**src/rtl/ram_nn_seq.sv**
```systemverilog
// Time-multiplexed fully-connected network: one signed MAC walks every neuron of
// every layer, ping-ponging activations between buffers A and B.
module ram_nn_seq #(
  parameter int DataWidth    = 8,
  parameter int FpWidth      = 4,
  parameter int MaxWidth     = 64,
  parameter int MaxLayers    = 4,
  parameter int WgtAddrWidth = 16,
  parameter int AddrWidth    = $clog2(MaxWidth),
  parameter int SizeWidth    = $clog2(MaxWidth+1),
  parameter int AccWidth     = 2*DataWidth + $clog2(MaxWidth+1) + 1,
  parameter int NlWidth      = $clog2(MaxLayers+1)
) (
  input  logic                               clk_i,
  input  logic                               reset_i,
  input  logic                               req_i,
  output logic                               ack_o,
  output logic                               busy_o,
  output logic                               err_o,
  input  logic [NlWidth-1:0]                 num_layers_i,
  input  logic [(MaxLayers+1)*SizeWidth-1:0] layer_size_i,
  input  logic [2*MaxLayers-1:0]             act_mode_i,
  input  logic                               actv_in_we,
  input  logic [AddrWidth-1:0]               actv_in_addr,
  input  logic [DataWidth-1:0]               actv_in_din,
  input  logic [AddrWidth-1:0]               actv_out_addr,
  output logic [DataWidth-1:0]               actv_out_dout,
  output logic [WgtAddrWidth-1:0]            wgt_ram_addr_o,
  output logic                               wgt_ram_re_o,
  input  logic [DataWidth-1:0]               wgt_ram_data_i
);

  // 4-phase req/ack: req_i high in IDLE starts a run; ack_o rises when done and holds
  // until req_i is seen low, dropping on the next edge. req_i is ignored mid-run.
  typedef enum logic [2:0] {
    S_IDLE, S_CHECK, S_FETCH, S_BIAS, S_WRITE, S_DONE, S_WAIT_REL
  } state_t;

  state_t                      r_state, w_next;
  logic [NlWidth-1:0]          r_nl, r_layer;
  logic [SizeWidth-1:0]        r_size [MaxLayers+1];
  logic [1:0]                  r_mode [MaxLayers+1];
  logic [AddrWidth-1:0]        r_neuron;
  logic [SizeWidth-1:0]        r_k;
  logic signed [AccWidth-1:0]  r_acc;
  logic [WgtAddrWidth-1:0]     r_addr;
  logic                        r_err, r_sel_b;
  logic [DataWidth-1:0]        r_buf_a [MaxWidth];
  logic [DataWidth-1:0]        r_buf_b [MaxWidth];

  logic                          w_cfg_err, w_last_neuron, w_last_layer, w_fetch_last;
  logic [SizeWidth-1:0]          w_n_in, w_n_out;
  logic [AddrWidth-1:0]          w_kidx;
  logic [DataWidth-1:0]          w_act, w_result;
  logic signed [2*DataWidth-1:0] w_prod;
  logic signed [AccWidth-1:0]    w_prod_ext, w_bias_ext, w_shift;
  logic                          w_in_range;
  logic signed [DataWidth-1:0]   w_sat;

  assign w_n_in        = r_size[r_layer - 1'b1];
  assign w_n_out       = r_size[r_layer];
  assign w_last_neuron = (SizeWidth'(r_neuron) + 1'b1) == w_n_out;
  assign w_last_layer  = (r_layer == r_nl);
  assign w_fetch_last  = (r_k == w_n_in);

  always_comb begin
    w_cfg_err = (r_nl == '0) || (r_nl > NlWidth'(MaxLayers));
    for (int i = 0; i <= MaxLayers; i++) begin
      if ((i <= int'(r_nl)) && ((r_size[i] == '0) || (r_size[i] > SizeWidth'(MaxWidth))))
        w_cfg_err = 1'b1;
    end
  end

  always_ff @(posedge clk_i or negedge reset_i) begin
    if (!reset_i) r_state <= S_IDLE;
    else          r_state <= w_next;
  end

  always_comb begin
    w_next = r_state;
    case (r_state)
      S_IDLE:     if (req_i) w_next = S_CHECK;
      S_CHECK:    w_next = w_cfg_err ? S_DONE : S_FETCH;
      S_FETCH:    if (w_fetch_last) w_next = S_BIAS;
      S_BIAS:     w_next = S_WRITE;
      S_WRITE:    w_next = (w_last_neuron && w_last_layer) ? S_DONE : S_FETCH;
      S_DONE:     w_next = S_WAIT_REL;
      S_WAIT_REL: if (!req_i) w_next = S_IDLE;
      default:    w_next = S_IDLE;
    endcase
  end

  always_comb begin
    busy_o       = (r_state == S_CHECK) || (r_state == S_FETCH) ||
                   (r_state == S_BIAS)  || (r_state == S_WRITE);
    ack_o        = (r_state == S_DONE) || (r_state == S_WAIT_REL);
    wgt_ram_re_o = (r_state == S_FETCH);
  end

  assign err_o          = r_err;
  assign wgt_ram_addr_o = r_addr;

  // Odd layers read A; the weight for index k-1 returns while address k is issued.
  assign w_kidx     = r_k[AddrWidth-1:0] - 1'b1;
  assign w_act      = r_layer[0] ? r_buf_a[w_kidx] : r_buf_b[w_kidx];
  assign w_prod     = $signed(wgt_ram_data_i) * $signed(w_act);
  assign w_prod_ext = {{(AccWidth-2*DataWidth){w_prod[2*DataWidth-1]}}, w_prod};
  assign w_bias_ext = {{(AccWidth-DataWidth-FpWidth){wgt_ram_data_i[DataWidth-1]}},
                       wgt_ram_data_i, {FpWidth{1'b0}}};

  assign w_shift    = r_acc >>> FpWidth;
  assign w_in_range = (&w_shift[AccWidth-1:DataWidth-1]) | ~(|w_shift[AccWidth-1:DataWidth-1]);
  assign w_sat      = w_in_range ? w_shift[DataWidth-1:0] :
                      (w_shift[AccWidth-1] ? {1'b1, {(DataWidth-1){1'b0}}}
                                           : {1'b0, {(DataWidth-1){1'b1}}});

  always_comb begin
    w_result = w_sat;
    case (r_mode[r_layer])
      2'd1:    if (w_sat[DataWidth-1]) w_result = '0;
      2'd2:    if (w_sat[DataWidth-1]) w_result = w_sat >>> 3;
      default: w_result = w_sat;
    endcase
  end

  always_ff @(posedge clk_i or negedge reset_i) begin
    if (!reset_i) begin
      r_nl     <= '0;
      r_layer  <= '0;
      r_neuron <= '0;
      r_k      <= '0;
      r_acc    <= '0;
      r_addr   <= '0;
      r_err    <= 1'b0;
      r_sel_b  <= 1'b0;
      for (int i = 0; i <= MaxLayers; i++) begin
        r_size[i] <= '0;
        r_mode[i] <= '0;
      end
    end else begin
      case (r_state)
        S_IDLE: if (req_i) begin
          r_nl <= num_layers_i;
          for (int i = 0; i <= MaxLayers; i++)
            r_size[i] <= layer_size_i[i*SizeWidth +: SizeWidth];
          r_mode[0] <= '0;
          for (int i = 1; i <= MaxLayers; i++)
            r_mode[i] <= act_mode_i[(i-1)*2 +: 2];
          r_layer  <= NlWidth'(1);
          r_neuron <= '0;
          r_k      <= '0;
          r_addr   <= '0;
          r_err    <= 1'b0;
        end
        S_CHECK: if (w_cfg_err) begin
          r_err   <= 1'b1;
          r_sel_b <= 1'b0;
        end
        S_FETCH: begin
          r_addr <= r_addr + 1'b1;
          r_k    <= r_k + 1'b1;
          r_acc  <= (r_k == '0) ? '0 : r_acc + w_prod_ext;
        end
        S_BIAS: r_acc <= r_acc + w_bias_ext;
        S_WRITE: begin
          r_k     <= '0;
          r_sel_b <= r_layer[0];
          if (w_last_neuron) begin
            r_neuron <= '0;
            r_layer  <= r_layer + 1'b1;
          end else begin
            r_neuron <= r_neuron + 1'b1;
          end
        end
        default: ;
      endcase
    end
  end

  always_ff @(posedge clk_i or negedge reset_i) begin
    if (!reset_i) begin
      for (int i = 0; i < MaxWidth; i++) begin
        r_buf_a[i] <= '0;
        r_buf_b[i] <= '0;
      end
    end else begin
      if ((r_state == S_IDLE) && actv_in_we) r_buf_a[actv_in_addr] <= actv_in_din;
      if (r_state == S_WRITE) begin
        if (r_layer[0]) r_buf_b[r_neuron] <= w_result;
        else            r_buf_a[r_neuron] <= w_result;
      end
    end
  end

  assign actv_out_dout = r_sel_b ? r_buf_b[actv_out_addr] : r_buf_a[actv_out_addr];

endmodule
```
**config.mk**
```make
export PLATFORM = sky130hd
export DESIGN_NAME = ram_nn_seq
export DESIGN_NICKNAME = d
export VERILOG_FILES = /design/src/rtl/ram_nn_seq.sv
export SDC_FILE = /design/constraint.sdc
export NUM_CORES = 2
export LEC_CHECK = 0
export BUFFER_PORTS_ARGS = -buffer_cell sky130_fd_sc_hd__buf_2
export CAP_MARGIN = 0
export CORE_MARGIN = 3
export CORE_UTILIZATION = 56
export DETAILED_ROUTE_END_ITERATION = 16
export PLACE_DENSITY = 0.74
export SLEW_MARGIN = 20
export SYNTH_ARGS = -nofsm -noshare
export SYNTH_HDL_FRONTEND = slang
export SYNTH_SLANG_ARGS = --single-unit
```
**constraint.sdc**
```tcl
create_clock -name clk_i -period 9.25 [get_ports clk_i]
set_input_delay 1.85 -clock clk_i [delete_from_list [all_inputs] [get_ports clk_i]]
set_output_delay 1.85 -clock clk_i [all_outputs]
set_load 0.02 [all_outputs]
```
==> metrics.md <==
| Metric | Value |
|---|---|
| Pin count of the biggest net entering global routing | `181` |
| Setup Skew | `0.0302 ns` |
| Critical Path RT | `9.89 ns` |
| H-tree depth | `3` |
| Slowest-stage cell, CP | `dfrtp_4` |
| DR WL/cell | `28.7 um` |
| Global-route wire length before repair | `341,000 um` |
| Global route overflow | `0` |
| Core Region | `121,000 um2` |
| Setup violators final | `0` |
| FF-to-FF path depth | `36` |
| Hold Crit Class | `flop to flop` |
| EDFF count, synth | `0` |
| Yosys top cell by area | `dfrtp_1` |
| Count of different cell masters after synthesis | `74` |
| Tot GR Track Use | `35.4%` |
| Num rows | `127` |
| Rel. slew slack | `21.2%` |
| Hold buffer count at CTS | `0` |
| Pre-antenna DRT Iters | `8` |
| Cells after Synth | `6,293` |
| CP peak stage delay | `0.53 ns` |
| WL final | `225,000 um` |
| Ports | `106` |
| Top cell types by occurrence after synthesis | `dfrtp_1 (1,131), nand2_1 (1,121), o21ai_0 (828)` |
| Post-DR vias/cell | `6.96` |
| Layout Nets | `6,343` |
| F_max | `0.111 GHz` |
| Area of the die | `127,000 um2` |
| Initial antenna violation count | `13` |
| CP Launch Type | `flop` |
| Ys Warns | `0` |
| Setup TNS | `0 ns` |
| Layout cells sized above 1 | `19.3%` |
| Via count | `54,600` |
| Clock Path Buffers | `3` |
| Clock root cell | `clkbuf_16` |
| Final worst path period need | `8.98 ns` |
| Predominant post-synthesis flop cell | `dfrtp_1` |
| Syn Nets | `6,507` |
| DRC violations left | `0` |
| Vias in the first global route | `53,000` |
| Clock sink total | `1,131` |
| Status | `finished, final reports clean` |
| Part of the cycle the worst path needs | `97.1%` |
| Top-count cell post-synth | `dfrtp_1` |
| Clock Latency Late Sink | `0.78 ns` |
| Number of buffers created by CTS | `120` |
| Port bufs | `105` |
| Final-report hold violation count | `0` |
| CP endpoint kind | `flop` |
| CTS tree | `done` |
| Die width | `356 um` |
| P&R area growth vs syn | `9.40%` |
| Slew @ Worst Pin | `1.18 ns` |
| Syn avg cell area | `10.9 um2` |
| Mapped Area | `68,700 um2` |
| Worst EP arrival | `9.62 ns` |
| Hold path cells | `1` |
| Final Util | `62.2%` |
| Sequential share of the synthesized area | `41.2%` |
| Synth Register Bits | `1,131` |
| Clock-pin slew on the worst setup and hold paths | `0.07 ns` |
| RD Place Congestion | `0.973` |
| Initial drt markers | `8,065` |
| CP max FO | `16` |
| Max Cap Violations | `0` |
| Dpl hpwl | `147,000 um` |
| Top cells by area, synth | `dfrtp_1 (41%), mux4_2 (22%), mux2i_1 (7.9%)` |
| Fin. max-slew vios | `0` |
| Most used cell along the critical path | `ha_1` |
| Final ANT Viol Nets | `0` |
| Async set-reset flop share out of synthesis | `100%` |
| Initial Utilization | `56.9%` |
| Setup Crit Path Kind | `flop to flop` |
| Yosys top cell area share | `41.2%` |
| Die Ht | `356 um` |
-- through the flow --
stage                     hold WS [ns]  setup WS, ns  instances  area (um2)
after floorplan                  0.445         0.552       6293       68700
after global placement           0.454        0.0354       7609       70600
after detailed placement         0.470        -0.124       7609       70600
after CTS                        0.483        0.0752       7834       74900
after global routing             0.503       -0.0239       7844       75200
final                            0.479         0.268       7851       75200
-- final timing paths --
path / slack, ns / from / endpoint
setup / recovery: 0.27 / r_k[0] / r_acc[19]
hold / removal: 0.48 / wgt_ram_addr_o[15] / wgt_ram_addr_o[15]
setup reg to reg: 0.27 / r_k[0] / r_acc[19]
hold reg to reg: 0.48 / wgt_ram_addr_o[15] / wgt_ram_addr_o[15]
max in group asynchronous: 5.97 / reset_i / r_buf_a[268]
min in group asynchronous: 1.15 / reset_i / r_acc[12]
-- critical path, delay by kind of cell (launching register included) --
family | cells | cell delay (ns)
simple gates | 3 | 0.40
compound gates | 14 | 2.32
mux | 4 | 1.84
flops | 1 | 0.53
buf+inv | 5 | 0.61
fa+ha+maj | 8 | 2.85
xor+xnor | 2 | 0.24
-- kinds of logic after synthesis --
kind of cell | after synthesis | share of synthesized area, %
flops | 1131 | 41.2
xor+xnor | 82 | 1.10
fa+ha+maj | 136 | 3.11
buf+inv | 629 | 3.75
compound gates | 1304 | 10.1
simple gates | 1785 | 10.6
mux | 1226 | 30.1
-- timing repair --
item,4_1_cts,5_1_grt
hold endpoints to repair,0,0
pin swaps,0,4
cloned,0,3
gates resized for setup,2,26
buffers inserted,0,7
endpoints found under the setup margin,5,7
-- sequential cells by signal, indices dropped and copies added (netlist names) --
register / cells
err_o: 1
r_acc: 24
r_buf_a: 512
r_buf_b: 512
r_k: 7
r_layer: 3
r_mode: 8
r_neuron: 6
r_nl: 3
r_sel_b: 1
r_size: 35
r_state: 3
wgt_ram_addr_o: 16
-- per-layer routing --
layer | vias up | share of wire, % | global-route usage, %
met2 | 4052 | 44 | 51.8
li1 | 22500 | - | -
met3 | 755 | 14 | 13.6
met4 | 14 | 5.4 | 16.2
met1 | 27300 | 36 | 46.9
met5 | - | 0.082 | 0.679
-- cells in the final DEF, fill, tap and decap left out, drive strengths merged, types with 19 or more instances in the layout --
cell,synthesis,routed
ha,78,78
a211oi,19,19
xor2,28,28
clkbuf,410,180
mux4,673,673
buf,105,226
nand2,1121,1121
xnor2,53,53
fa,58,58
nor3,28,28
dfrtp,1131,1131
clkinv,1,24
nand3,31,31
nand2b,33,33
inv,113,115
nor2,427,427
o21ai,834,834
nor2b,58,58
mux2i,544,544
a21oi,324,324
-- layout make-up --
class                   instances  area (um2)
fillers                      9188       45700
multi-input cells            4533       38200
flip-flops and latches       1131       28300
clock buffers                 177        3570
well taps                    1612        2020
repair buffers                229        1940
clock inverters                48         743
inverters                     114         428
diodes                          7        17.5
Power is left out: the tool's default activity adds up to more than one toggle a clock period on the data nets, which glitch-free logic cannot reach.
